[src/rtl/channel_scheduler_pkg.sv]
`default_nettype none
// ============================================================================
// channel_scheduler_pkg : shared types and constants for the RX channel scheduler
// Revision: 1.0
// ============================================================================
package channel_scheduler_pkg;

   localparam int DEF_CNT_W  = 8;
   localparam int DEF_DROP_W = 16;

   typedef enum logic [0:0] {
      ST_IDLE   = 1'b0,
      ST_ACTIVE = 1'b1
   } state_t;

   localparam logic CH_1 = 1'b0;
   localparam logic CH_2 = 1'b1;

endpackage
`default_nettype wire

[src/rtl/channel_scheduler_sat_counter.sv]
`default_nettype none
// ============================================================================
// sat_counter : up-counter with synchronous clear that sticks at all-ones
// Revision: 1.0
// ============================================================================
module sat_counter #(
   parameter int WIDTH = 16
) (
   input  logic             clk,
   input  logic             rst_n,
   input  logic             clear,
   input  logic             inc,
   output logic [WIDTH-1:0] count
);

   localparam logic [WIDTH-1:0] ONE = WIDTH'(1);

   always_ff @(posedge clk or negedge rst_n) begin
      if (!rst_n) begin
         count <= '0;
      end else if (clear) begin
         count <= '0;
      end else if (inc && (count != '1)) begin
         count <= count + ONE;
      end
   end

endmodule
`default_nettype wire

[src/rtl/channel_scheduler.sv]
`default_nettype none
// ============================================================================
// channel_scheduler : burst sequencer driving the 2-way RX stream demux select,
//                     with disabled-channel skipping and stall-break dropping
// Revision: 1.0
// ============================================================================
module channel_scheduler
   import channel_scheduler_pkg::*;
#(
   parameter int CNT_W     = DEF_CNT_W,
   parameter int STALL_MAX = 64,
   parameter int DROP_W    = DEF_DROP_W
) (
   input  logic              clk_in,
   input  logic              reset_n,
   input  logic              enable,
   input  logic [1:0]        ch_en,
   input  logic [CNT_W-1:0]  burst_len,
   input  logic              in_valid,
   input  logic              in_ready_1,
   input  logic              in_ready_2,
   output logic              channel,
   output logic              sel_valid,
   output logic              xfer,
   output logic              drop,
   output logic              frame_start,
   output logic [DROP_W-1:0] drop_count
);

   localparam int                 STALL_W    = (STALL_MAX > 1) ? $clog2(STALL_MAX) : 1;
   localparam logic [STALL_W-1:0] STALL_LAST = STALL_W'(STALL_MAX - 1);
   localparam logic [STALL_W-1:0] STALL_ONE  = STALL_W'(1);
   localparam logic [CNT_W-1:0]   ONE        = CNT_W'(1);

   state_t             state;
   logic [CNT_W-1:0]   beat_cnt;
   logic [CNT_W-1:0]   len_q;
   logic [STALL_W-1:0] stall_cnt;

   logic               ready_sel;
   logic               stalled;
   logic               drop_evt;
   logic               beat;
   logic               burst_end;
   logic               cur_en;
   logic               other_en;
   logic [CNT_W-1:0]   len_load;

   assign ready_sel = channel ? in_ready_2 : in_ready_1;
   assign xfer      = sel_valid & in_valid & ready_sel;
   assign stalled   = sel_valid & in_valid & ~ready_sel;
   assign drop_evt  = stalled & (stall_cnt == STALL_LAST);
   // A discarded sample still occupies a slot in the burst.
   assign beat      = xfer | drop_evt;
   assign burst_end = beat & (beat_cnt == (len_q - ONE));
   assign cur_en    = ch_en[channel];
   assign other_en  = ch_en[~channel];
   assign len_load  = (burst_len == '0) ? ONE : burst_len;

   always_ff @(posedge clk_in or negedge reset_n) begin
      if (!reset_n) begin
         state       <= ST_IDLE;
         channel     <= CH_1;
         sel_valid   <= 1'b0;
         drop        <= 1'b0;
         frame_start <= 1'b0;
         beat_cnt    <= '0;
         stall_cnt   <= '0;
         len_q       <= ONE;
      end else begin
         drop        <= drop_evt;
         frame_start <= xfer & (channel == CH_1) & (beat_cnt == '0);
         case (state)
            ST_IDLE: begin
               if (enable && (ch_en != 2'b00)) begin
                  state     <= ST_ACTIVE;
                  sel_valid <= 1'b1;
                  channel   <= ch_en[0] ? CH_1 : CH_2;
                  len_q     <= len_load;
                  beat_cnt  <= '0;
                  stall_cnt <= '0;
               end
            end
            ST_ACTIVE: begin
               if (!enable || (ch_en == 2'b00)) begin
                  state     <= ST_IDLE;
                  sel_valid <= 1'b0;
                  beat_cnt  <= '0;
                  stall_cnt <= '0;
               end else if (!cur_en) begin
                  // Other channel must be enabled here; abandon the partial burst.
                  channel   <= ~channel;
                  beat_cnt  <= '0;
                  stall_cnt <= '0;
                  len_q     <= len_load;
               end else begin
                  if (burst_end) begin
                     beat_cnt <= '0;
                     len_q    <= len_load;
                  end else if (beat) begin
                     beat_cnt <= beat_cnt + ONE;
                  end

                  if (burst_end && other_en) begin
                     channel   <= ~channel;
                     stall_cnt <= '0;
                  end else if (stalled && !drop_evt) begin
                     stall_cnt <= stall_cnt + STALL_ONE;
                  end else begin
                     stall_cnt <= '0;
                  end
               end
            end
            default: begin
               state     <= ST_IDLE;
               sel_valid <= 1'b0;
            end
         endcase
      end
   end

   sat_counter #(
      .WIDTH (DROP_W)
   ) u_drop_cnt (
      .clk   (clk_in),
      .rst_n (reset_n),
      .clear (1'b0),
      .inc   (drop_evt),
      .count (drop_count)
   );

endmodule
`default_nettype wire

[config.mk]
export PLATFORM = sky130hd
export DESIGN_NAME = channel_scheduler
export DESIGN_NICKNAME = d
export VERILOG_FILES = /design/src/rtl/channel_scheduler_pkg.sv /design/src/rtl/channel_scheduler_sat_counter.sv /design/src/rtl/channel_scheduler.sv
export SDC_FILE = /design/constraint.sdc
export NUM_CORES = 1
export LEC_CHECK = 0
export CORE_ASPECT_RATIO = 1.5
export CORE_MARGIN = 5
export CORE_UTILIZATION = 55
export CTS_BUF_LIST = sky130_fd_sc_hd__clkbuf_8
export DETAILED_ROUTE_END_ITERATION = 10
export DONT_BUFFER_PORTS = 1
export GPL_ROUTABILITY_DRIVEN = 1
export PLACE_DENSITY = 0.79
export SYNTH_ARGS = -nofsm -noshare
export SYNTH_HDL_FRONTEND = slang
export SYNTH_SLANG_ARGS = --single-unit
[constraint.sdc]
create_clock -name clk_in -period 4.64 [get_ports clk_in]
set_clock_uncertainty 0.05 [all_clocks]
set_input_delay 0.928 -clock clk_in [delete_from_list [all_inputs] [get_ports clk_in]]
set_output_delay 0.928 -clock clk_in [all_outputs]
set_load 0.01 [all_outputs]
==> metrics.md, run 1 <==
| Metric | Value |
|---|---|
| Outcome | completed |
| PwrDens | approximately 340 nW/µm² |
| Rows | 29 |
| Final ANT Viol Nets | 0 |
| Max cap viols | 0 |
| Die width | around 64 µm |
| Multi-input logic area | about 1200 µm² |
| Critical R2R Capture | beat_cnt[3]$_DFFE_PN0P_ |
| Setup Viol. Count Final | 0 |
| DR iter-0 viols | 37 |
| IO Count | 37 |
| Most frequent cells in the layout | dfrtp_1, xnor2_1, nor2_1 |
| Synth Area in Adders | 0.0475 |
| Post-synthesis cell area | 2370 µm² |
| Starting Density | 0.563 |
| # hold bufs at CTS | 0 |
| Dpl cell area | about 2400 µm² |
| Synth Area in Compound Gates | 0.0976 |
| RSZ-0062 raised after global routing | no |
| Sink Count | 43 |
| Global route overflow | 0 |
| Final wirelength | ~4600 µm |
| EDFF count, synth | 0 |
| Slew @ Worst Pin | 0.784 ns |
| Post-route cell area | ~2500 µm² |
| Final Hold Viols | 0 |
| Routability congestion estimate | around 0.79 |
| Port Buffers | 0 |
| Layout Nets | between 200 and 300 |
| Share of layout cells above drive strength 1 | 0.0879 |
| Critical setup path kind | flip-flop to flip-flop |
| Routed len/inst | around 16 µm |
| Post-synthesis sequential area ratio | 0.454 |
| Commonest non-fill, non-tap cell in the layout | dfrtp_1 |
| # fillers | 363 |
| GR Util All Layers | 0.169 |
| Die height | around 90 µm |
| WP data required | 4.75 ns |
| Largest fanout on the critical path | 7 |
| Core Box Area | between 4000 and 5000 µm² |
| Fin crit share | 0.590 |
| Resized cells post-CTS | 0 |
| Largest net degree at the start of global routing | 44 |
| Post-synthesis cell count | roughly 240 |
| Max Freq | 0.365 GHz |
| Global-route wire length before repair | approximately 7900 µm |
| Vias post-DR | 1,682 |
| Simple-gate portion of the synthesized area | 0.200 |
| Antenna cells | 0 |
| Syn. warnings | 0 |
| Reg2reg start | len_q[0]$_DFFE_PN1P_ |
| CTS H-tree depth | 2 |
| Startpoint Class | flip-flop |
| Post-Synth XOR/XNOR Area | 0.115 |
| Drt first pass iters | 4 |
| Async SR Flop Fraction | 1.00 |
| Synth cell types | 45 |
| Hpwl dp | 3480 µm |
| Final Max Slew Viols | 0 |
| Register-to-register setup slack | approximately 1.9 ns |
| Rel. slew slack | 0.473 |
| Hold_ws | approximately 0.27 ns |
| CTS buffer count | 5 |
| Fin crit period | 2.74 ns |
| CTS tree | built |
| Dominant synthesized flop cell | dfrtp_1 |
| Largest family of logic cells by synthesized area | simple AND/OR/NAND/NOR gates |
| Initial antenna violation count | 0 |
| Synthesized Nets | 260 |
| Clock transition at the registers of the reported paths | roughly 0.080 ns |
| Setup TNS | 0 ns |
| Worst setup EP type | flip-flop |
| HP Class | input port to async pin |
| Die area | between 5000 and 6000 µm² |
| Crit path DAT | roughly 2.9 ns |
| Via density | just under 6 |
| Area Growth Syn to Fin | 5.96% |
| Syn avg cell area | ~10 µm² |
| Synth Register Bits | 43 |
| Longest Clk Path Bufs | 2 |
| Mux share of post-synthesis cell area | 0.0602 |
| # DRC | 0 |
| CTS root buf | clkbuf_8 |
| FF+latch area | approximately 1100 µm² |
| Worst Reg-to-Reg Cells | 8 |
| Peak VDD IR | roughly 0.00031 V |
| Leakage Power | 0.00107 µW |
| Insertion delay to the later sink of the worst-skew pair | ~0.29 ns |
| Vias in the first global route | 1,732 |
| Post-CTS setup buffers | 0 |
[routing by layer]
layer  wire [µm]  global-route usage  up-vias
met4          89              0.0624        0
met2        2410               0.289       36
met3         325              0.0635        9
li1            -                   -      832
met5           0                   0        -
met1        1760               0.187      805
[logic make-up (layout without fill, tap and decap cells)]
logic type / Yosys count / in the layout
muxes: 13 / 13
AOI/OAI and AO/OA: 32 / 32
and+or+nand+nor: 91 / 91
xor gates and xnor gates: 31 / 31
DFF: 43 / 43
adders and majority gates: 9 / 9
buffers and inverters: 16 / 20
[through the flow]
step | worst slack [ns] | cells | utilization | total power, µW
6_report | 1.90 | 285 | 0.597 | 861
5_1_grt | 1.73 | 285 | 0.597 | 909
4_1_cts | 1.90 | 285 | 0.597 | 868
3_5_place_dp | 1.81 | 277 | 0.573 | 613
3_3_place_gp | 1.91 | 277 | 0.573 | 609
2_1_floorplan | 2.05 | 235 | - | 578
[registers in the layout, summed over array words and instances (netlist names), 6 cells and up]
name / flops
stall_cnt: 6
beat_cnt: 8
u_drop_cnt.count: 16
len_q: 8
[synthesized netlist by cell type (2+ instances only)]
cell,instances,area [µm²]
a21oi_1,4,20.0
a31oi_1,4,25.0
and3_1,6,37.5
clkbuf_1,2,7.51
dfrtp_1,42,1050
ha_1,9,113
inv_1,12,45.0
mux2_2,10,113
mux2i_1,3,30.0
nand2_1,18,67.6
nand3_1,10,50.1
nand4_1,8,50.1
nor2_1,21,78.8
nor2b_1,4,25.0
nor3_1,4,20.0
nor3b_1,2,15.0
nor4_1,6,37.5
nor4b_1,2,17.5
o21ai_0,10,50.1
o31ai_1,3,22.5
or3_1,2,12.5
xnor2_1,23,201
xor2_1,8,70.1
[critical path, stage by stage, from the launching register on]
cell      delay, ns
dfstp_2        0.58
inv_1          0.07
ha_1           0.27
or3_1          0.39
a31oi_1        0.19
and3_1         0.22
o311ai_0       0.20
a21oi_1        0.52
nor2_1         0.11
[layout make-up]
type	count	area share
Clock buffer	7	0.0383
Tap cell	46	0.0229
Multi-Input combinational cell	176	0.491
Inverter	12	0.0179
Sequential cell	43	0.429
Clock inverter	1	0.00149
[how the worst max path moves through the flow]
stage	startpoint	to	slack [ns]	depth (start not counted)
after floorplan	in_ready_2	u_drop_cnt.count[10]$_DFFE_PN0P_	2.05	7
after global placement	in_ready_2	u_drop_cnt.count[10]$_DFFE_PN0P_	1.91	7
after detailed placement	in_ready_2	u_drop_cnt.count[14]$_DFFE_PN0P_	1.81	7
after CTS	len_q[0]$_DFFE_PN1P_	beat_cnt[3]$_DFFE_PN0P_	1.90	8
after global routing	len_q[0]$_DFFE_PN1P_	beat_cnt[7]$_DFFE_PN0P_	1.73	8
final	len_q[0]$_DFFE_PN1P_	beat_cnt[3]$_DFFE_PN0P_	1.90	8
[power by group]
part	internal [µW]	switching [µW]
Clock	134	123
Combinational	79.2	77.4
Sequential	405	43.4
Power figures use the tool's default switching activity.
==> run 2, diff against run 1 <==
--- a/config.mk
+++ b/config.mk
@@ -12,7 +12,7 @@
 export DETAILED_ROUTE_END_ITERATION = 10
 export DONT_BUFFER_PORTS = 1
 export GPL_ROUTABILITY_DRIVEN = 1
-export PLACE_DENSITY = 0.79
+export PLACE_DENSITY = 0.82
 export SYNTH_ARGS = -nofsm -noshare
 export SYNTH_HDL_FRONTEND = slang
 export SYNTH_SLANG_ARGS = --single-unit
==> constraint.sdc (replaced) <==
create_clock -name clk_in -period 2.25 [get_ports clk_in]
set_clock_uncertainty 0.05 [all_clocks]
set_input_delay 0.45 -clock clk_in [delete_from_list [all_inputs] [get_ports clk_in]]
set_output_delay 0.45 -clock clk_in [all_outputs]
set_load 0.01 [all_outputs]
==> metrics.md, run 2 (synthesis results as in run 1) <==
| Metric | Value |
|---|---|
| Outcome | finished, violations left |
| Failing checks | setup timing |
| Fin crit share | 1.07 (+0.483) |
| Initial antenna violation count | 0 (unchanged) |
| CTS tree | built |
| Crit path capture | len_q[5]$_DFFE_PN0P_ |
| IO Count | 37 (unchanged) |
| Critical R2R Capture | len_q[5]$_DFFE_PN0P_ |
| # DRC | 0 (unchanged) |
| Die height | 90.4 µm (unchanged) |
| CTS H-tree depth | 2 (unchanged) |
| Insertion delay to the later sink of the worst-skew pair | 0.30 ns (about the same) |
| Global-route wire length before repair | 9500 µm (+20%) |
| Starting Density | 0.563 (unchanged) |
| Hpwl dp | 4340 µm (+25%) |
| Post-Place Cells | 317 (+14%) |
| Dpl cell area | 2780 µm² (+15%) |
| Fin crit period | 2.42 ns (-0.324 ns) |
| GR Util All Layers | 0.207 (+0.0382) |
| Internal power | 1400 µW (+130%) |
| Critical setup path kind | flip-flop to flip-flop |
| Final WS setup | -0.166 ns (-2.07 ns) |
| Final Max Slew Viols | 0 (unchanged) |
| HP Class | input port to flip-flop |
| Worst Setup SP | len_q[0]$_DFFE_PN1P_ |
| Biggest register | u_drop_cnt.count |
| Layout Nets | 311 (+18%) |
| Final ANT Viol Nets | 0 (unchanged) |
| Via density | 5.95 (+0.75%) |
| Hold_ws | 0.243 ns (-0.0273 ns) |
| Largest register FFs | 16 (unchanged) |
| Clock transition at the registers of the reported paths | 0.07 ns (about the same) |
| Max Freq | 0.414 GHz (+13%) |
| Crit path DAT | 2.55 ns (-0.30 ns) |
| Largest net degree at the start of global routing | 44 (unchanged) |
| Leakage Power | 0.00136 µW (+27%) |
| Final non-filler cell total | 333 (+17%) |
| Worst path slowest cell | dfstp_2 |
| Largest stage delay, worst path | 0.57 ns (about the same) |
| Net Switching | 624 µW (+160%) |
| Post-route cell area | 2990 µm² (+19%) |
| WP data required | 2.39 ns (-2.36 ns) |
| Core Box Area | 4210 µm² (unchanged) |
| Drt first pass iters | 4 (unchanged) |
| Routability congestion estimate | 0.832 (+5.0%) |
| Largest fanout on the critical path | 8 (+1) |
| Max cap viols | 0 (unchanged) |
| Reg power frac | 0.450 (-0.070) |
| Worst setup EP type | flip-flop |
| Sw Share | 0.308 (+0.0256) |
| Port Buffers | 0 (unchanged) |
| Rows | 29 (unchanged) |
| PwrDens | 677 nW/µm² (+97%) |
| Die width | 63.6 µm (unchanged) |
| Final wirelength | 5760 µm (+25%) |
| Logic gate share of total power | 0.324 (+0.142) |
| Clock share of power | 0.226 (-0.072) |
| Share of layout cells above drive strength 1 | 0.272 (+0.184) |
| Global route overflow | 0 (unchanged) |
| Commonest non-fill, non-tap cell in the layout | buf_4 |
| Largest regs | u_drop_cnt.count: 16 flops, beat_cnt: 8 flops, len_q: 8 flops |
| Rel. slew slack | 0.615 (+0.142) |
| Setup Viol. Count Final | 16 (+16) |
| DR iter-0 viols | 115 (+210%) |
| Slew @ Worst Pin | 0.570 ns (-0.214 ns) |
| CTS root buf | clkbuf_8 |
| Longest Clk Path Bufs | 2 (unchanged) |
| Crit-path cells | inv_2 > ha_4 > or3_1 > a31oi_1 > and3_1 > o311a_4 > o31ai_4 > buf_12 > mux2_4 |
| Area Growth Syn to Fin | 26.2% |
| Antenna cells | 0 (unchanged) |
| Worst Reg-to-Reg Cells | 9 (+1) |
| CTS buffer count | 5 (unchanged) |
| Routed len/inst | 17.3 µm (+7.4%) |
| Peak VDD IR | 0.000939 V (+210%) |
| Sink Count | 43 (unchanged) |
| RSZ-0062 raised after global routing | yes |
| Reg2reg start | len_q[0]$_DFFE_PN1P_ |
| Vias in the first global route | 2,000 (+15%) |
| Most frequent cells in the layout | buf_4, dfrtp_1, xnor2_1 |
| Vias post-DR | 1,980 (+18%) |
| Die area | 5750 µm² (unchanged) |
| Register-to-register setup slack | -0.17 ns (-2.07 ns) |
| Startpoint Class | flip-flop |
| Final Hold Viols | 0 (unchanged) |
## run 2: changes by cell type in the layout (fill, tap and decap cells not counted), sizes merged
cell	delta
clkbuf	-2
buf	+47
dlygate4sd3	+1
inv	+2
## run 2: per-stage QoR
stage | total power, µW | util | setup slack (ns) | TNS [ns]
floorplan | 1250 | - | -0.159 | -1.12
global placement | 1450 | 0.661 | -0.0958 | -0.666
detailed placement | 1480 | 0.661 | -0.192 | -1.40
CTS | 1970 | 0.695 | -0.0994 | -0.624
global route | 2120 | 0.711 | -0.206 | -2.73
finish | 2020 | 0.711 | -0.166 | -1.69
## run 2: worst min-delay path by stage
stage | to | from | cells after the start | slack, ns
after floorplan | beat_cnt[0]$_DFFE_PN0P_ | reset_n | 0 | 0.10
after global placement | frame_start$_DFF_PN0_ | reset_n | 0 | 0.11
after detailed placement | beat_cnt[5]$_DFFE_PN0P_ | reset_n | 0 | 0.11
after CTS | len_q[3]$_DFFE_PN0P_ | burst_len[3] | 1 | 0.24
after global routing | len_q[2]$_DFFE_PN0P_ | burst_len[2] | 1 | 0.24
final | len_q[2]$_DFFE_PN0P_ | burst_len[2] | 1 | 0.24
## run 2: metal layers
| metal | global-route usage | up-vias | wire length [µm] |
|---|---|---|---|
| li1 | - | 930 | - |
| met1 | 0.210 | 982 | 2000 |
| met2 | 0.367 | 53 | 3220 |
| met3 | 0.0635 | 15 | 329 |
| met4 | 0.111 | 0 | 199 |
| met5 | 0 | - | 0 |
## run 2: worst max-delay path, delay by kind of cell (launching register included)
family                     cells  cell delay [ns]
and+or+nand+nor                2             0.56
AOI/OAI and AO/OA              3             0.40
muxes                          1             0.30
adders and majority gates      1             0.18
DFF                            1             0.57
buffers and inverters          2             0.22
## run 2: repair_timing
item | 4_1_cts | 5_1_grt
hold buffers | 2 | 0
endpoints found under the hold margin | 43 | 0
setup buffers | 4 | 3
endpoints found under the setup margin | 18 | 21
pin swaps | 5 | 2
resized for setup | 2 | 7
## run 2: cell type report
class	instances	area [µm²]
clock buffers	5	68.8
well taps	46	57.6
fillers	303	1220
repair buffers	48	388
clock inverters	3	11.3
multi-input cells	176	1340
flip-flops and latches	43	1080
inverters	12	45.0
## run 2: power groups by stage
| stage | sequential, µW | combinational (µW) | clock, µW |
|---|---|---|---|
| floorplan | 913 | 333 | 0 |
| global placement | 909 | 544 | 0 |
| detailed placement | 912 | 566 | 0 |
| CTS | 897 | 605 | 465 |
| global route | 919 | 703 | 503 |
| finish | 911 | 656 | 458 |
==> run 3, diff against run 2 <==
--- a/config.mk
+++ b/config.mk
@@ -12,7 +12,7 @@
 export DETAILED_ROUTE_END_ITERATION = 10
 export DONT_BUFFER_PORTS = 1
 export GPL_ROUTABILITY_DRIVEN = 1
-export PLACE_DENSITY = 0.82
+export PLACE_DENSITY = 0.79
 export SYNTH_ARGS = -nofsm -noshare
 export SYNTH_HDL_FRONTEND = slang
 export SYNTH_SLANG_ARGS = --single-unit
==> constraint.sdc (replaced) <==
create_clock -name clk_in -period 2.4 [get_ports clk_in]
set_clock_uncertainty 0.05 [all_clocks]
set_input_delay 0.48 -clock clk_in [delete_from_list [all_inputs] [get_ports clk_in]]
set_output_delay 0.48 -clock clk_in [all_outputs]
set_load 0.01 [all_outputs]
==> metrics.md, run 3 (synthesis results as in run 1) <==
| Metric | Value |
|---|---|
| Outcome | finished, violations left |
| Failing checks | setup timing |
| Startpoint Class | flip-flop |
| Setup Viol. Count Final | 7 (-9) |
| Post-layout util | 0.694 (-0.0166) |
| Max cap viols | 0 (unchanged) |
| Critical setup path kind | flip-flop to flip-flop |
| Rows | 29 (unchanged) |
| IO Count | 37 (unchanged) |
| Area Growth Syn to Fin | 23.2% |
| Post-route cell area | 2920 µm² (-2.3%) |
| Core Box Area | 4210 µm² (unchanged) |
| Drt first pass iters | 4 (unchanged) |
| Global route overflow | 0 (unchanged) |
| Routed wl met2 | 3040 µm (-5.8%) |
| Die width | 63.6 µm (unchanged) |
| Rel. slew slack | 0.614 (-0.000630) |
| Largest register FFs | 16 (unchanged) |
| Fin crit period | 2.45 ns (+0.0296 ns) |
| Vias in the first global route | 2,038 (+1.9%) |
| Initial antenna violation count | 0 (unchanged) |
| Bufs and invs on worst path | 1 (-1) |
| Antenna cells | 0 (unchanged) |
| Peak VDD IR | 0.000637 V (-32%) |
| Longest Clk Path Bufs | 2 (unchanged) |
| Uppermost layer routed | met4 |
| Final Hold Viols | 0 (unchanged) |
| Largest regs | u_drop_cnt.count: 16 flops, beat_cnt: 8 flops, len_q: 8 flops |
| Leakage Power | 0.00131 µW (-3.8%) |
| Sink Count | 43 (unchanged) |
| Final ANT Viol Nets | 0 (unchanged) |
| HP Class | input port to flip-flop |
| Max Freq | 0.409 GHz (-1.2%) |
| CTS tree | built |
| Setup TNS | -0.272 ns (+1.42 ns) |
| Port Buffers | 0 (unchanged) |
| Insertion delay to the later sink of the worst-skew pair | 0.29 ns (about the same) |
| Worst setup EP type | flip-flop |
| Die area | 5750 µm² (unchanged) |
| Share of layout cells above drive strength 1 | 0.244 (-0.0281) |
| Biggest register | u_drop_cnt.count |
| Final Max Slew Viols | 0 (unchanged) |
| Die height | 90.4 µm (unchanged) |
| Crit-path cells | nor2_1 > xnor2_1 > a32oi_2 > nor3b_2 > o311a_4 > o31ai_4 > buf_12 > mux2_4 |
| Largest net degree at the start of global routing | 44 (unchanged) |
| Routed len/inst | 16.9 µm (-2.2%) |
| Starting Density | 0.563 (unchanged) |
| Fin crit share | 1.02 (-0.0548) |
| PwrDens | 656 nW/µm² (-3.1%) |
| DR iter-0 viols | 53 (-54%) |
| Crit path DAT | 2.57 ns (+0.02 ns) |
| Via density | 5.93 (-0.35%) |
| # fillers | 298 (-1.7%) |
| Vias post-DR | 1,902 (-3.9%) |
| Commonest non-fill, non-tap cell in the layout | dfrtp_1 |
| Routability congestion estimate | 0.833 (+0.12%) |
| RSZ-0062 raised after global routing | yes |
| Final WS setup | -0.0456 ns (+0.120 ns) |
| Dpl cell area | 2680 µm² (-3.6%) |
| # DRC | 0 (unchanged) |
| CTS root buf | clkbuf_8 |
| Most frequent cells in the layout | dfrtp_1, buf_4, xnor2_1 |
| Metal-1 WL | 1930 µm (-3.7%) |
| CTS buffer count | 5 (unchanged) |
| Hpwl dp | 3940 µm (-9.3%) |
| Final wirelength | 5430 µm (-5.7%) |
| GR Util All Layers | 0.196 (-0.0114) |
| Slew @ Worst Pin | 0.571 ns (+0.000933 ns) |
| Clock transition at the registers of the reported paths | 0.08 ns (about the same) |
| Worst path slowest cell | dfstp_2 |
| Metal3 WL | 338 µm (+2.7%) |
| Largest stage delay, worst path | 0.56 ns (about the same) |
| Layout Nets | 299 (-3.9%) |
| Largest fanout on the critical path | 6 (-2) |
| Global-route wire length before repair | 9160 µm (-3.6%) |
| Worst path top cell family by delay | compound AO/OA/AOI/OAI gates |
| CTS H-tree depth | 2 (unchanged) |
| Hold_ws | 0.281 ns (+0.0383 ns) |
| Power Total | 1920 µW (-5.3%) |
| WP data required | 2.53 ns (+0.14 ns) |
run 3: cell types whose count changed in the layout (fill, tap and decap cells not counted), sizes merged:
cell	previous run	this run
inv	15	13
buf	47	35
clkbuf	5	7
run 3: worst reg2reg max path, cell delays in order (launching register included):
cell     delay [ns]
dfstp_2        0.56
nor2_1         0.07
xnor2_1        0.14
a32oi_2        0.26
nor3b_2        0.10
o311a_4        0.40
o31ai_4        0.28
buf_12         0.16
mux2_4         0.30
run 3: path summary, 6_finish.rpt:
check	start	end	slack, ns	cells after the start
worst min register to register	stall_cnt[1]$_DFFE_PN0P_	stall_cnt[1]$_DFFE_PN0P_	0.48	2
min in group asynchronous	reset_n	frame_start$_DFF_PN0_	0.60	2
max in group asynchronous	reset_n	len_q[0]$_DFFE_PN1P_	1.44	2
worst min-delay path	burst_len[3]	len_q[3]$_DFFE_PN0P_	0.28	1
worst max-delay path	len_q[0]$_DFFE_PN1P_	len_q[5]$_DFFE_PN0P_	-0.05	8
worst max register to register	len_q[0]$_DFFE_PN1P_	len_q[5]$_DFFE_PN0P_	-0.05	8
run 3: what timing repair did:
action | CTS | global route
setup buffers | 3 | 2
hold endpoints to repair | 43 | 0
resized for setup | 2 | 7
pin swaps | 2 | 0
setup endpoints to repair | 8 | 23
hold buffers | 2 | 0
run 3: power breakdown:
group | switching (µW) | internal [µW] | total (µW)
Clock | 238 | 258 | 497
Combinational | 257 | 305 | 562
Sequential | 75.4 | 783 | 858
Total | 571 | 1350 | 1920
run 3: layer usage:
metal,vias to the layer above,global-route usage
li1,911,-
met1,927,0.204
met3,12,0.0635
met2,52,0.356
met4,0,0.0711
met5,-,0
run 3: stage by stage:
stage                     std cells  worst slack (ns)
final                           321           -0.0456
after global routing            321            -0.136
after CTS                       319           0.00516
after detailed placement        306            -0.186
after global placement          306           -0.0747
after floorplan                 235          -0.00902
run 3: final cells by class:
class,instances,area (µm²),share of cell area
Multi-Input combinational cell,176,1340,0.460
Inverter,12,45.0,0.0154
Timing Repair Buffer,36,298,0.102
Clock buffer,7,96.3,0.0330
Tap cell,46,57.6,0.0197
Sequential cell,43,1080,0.369
Clock inverter,1,3.75,0.00128
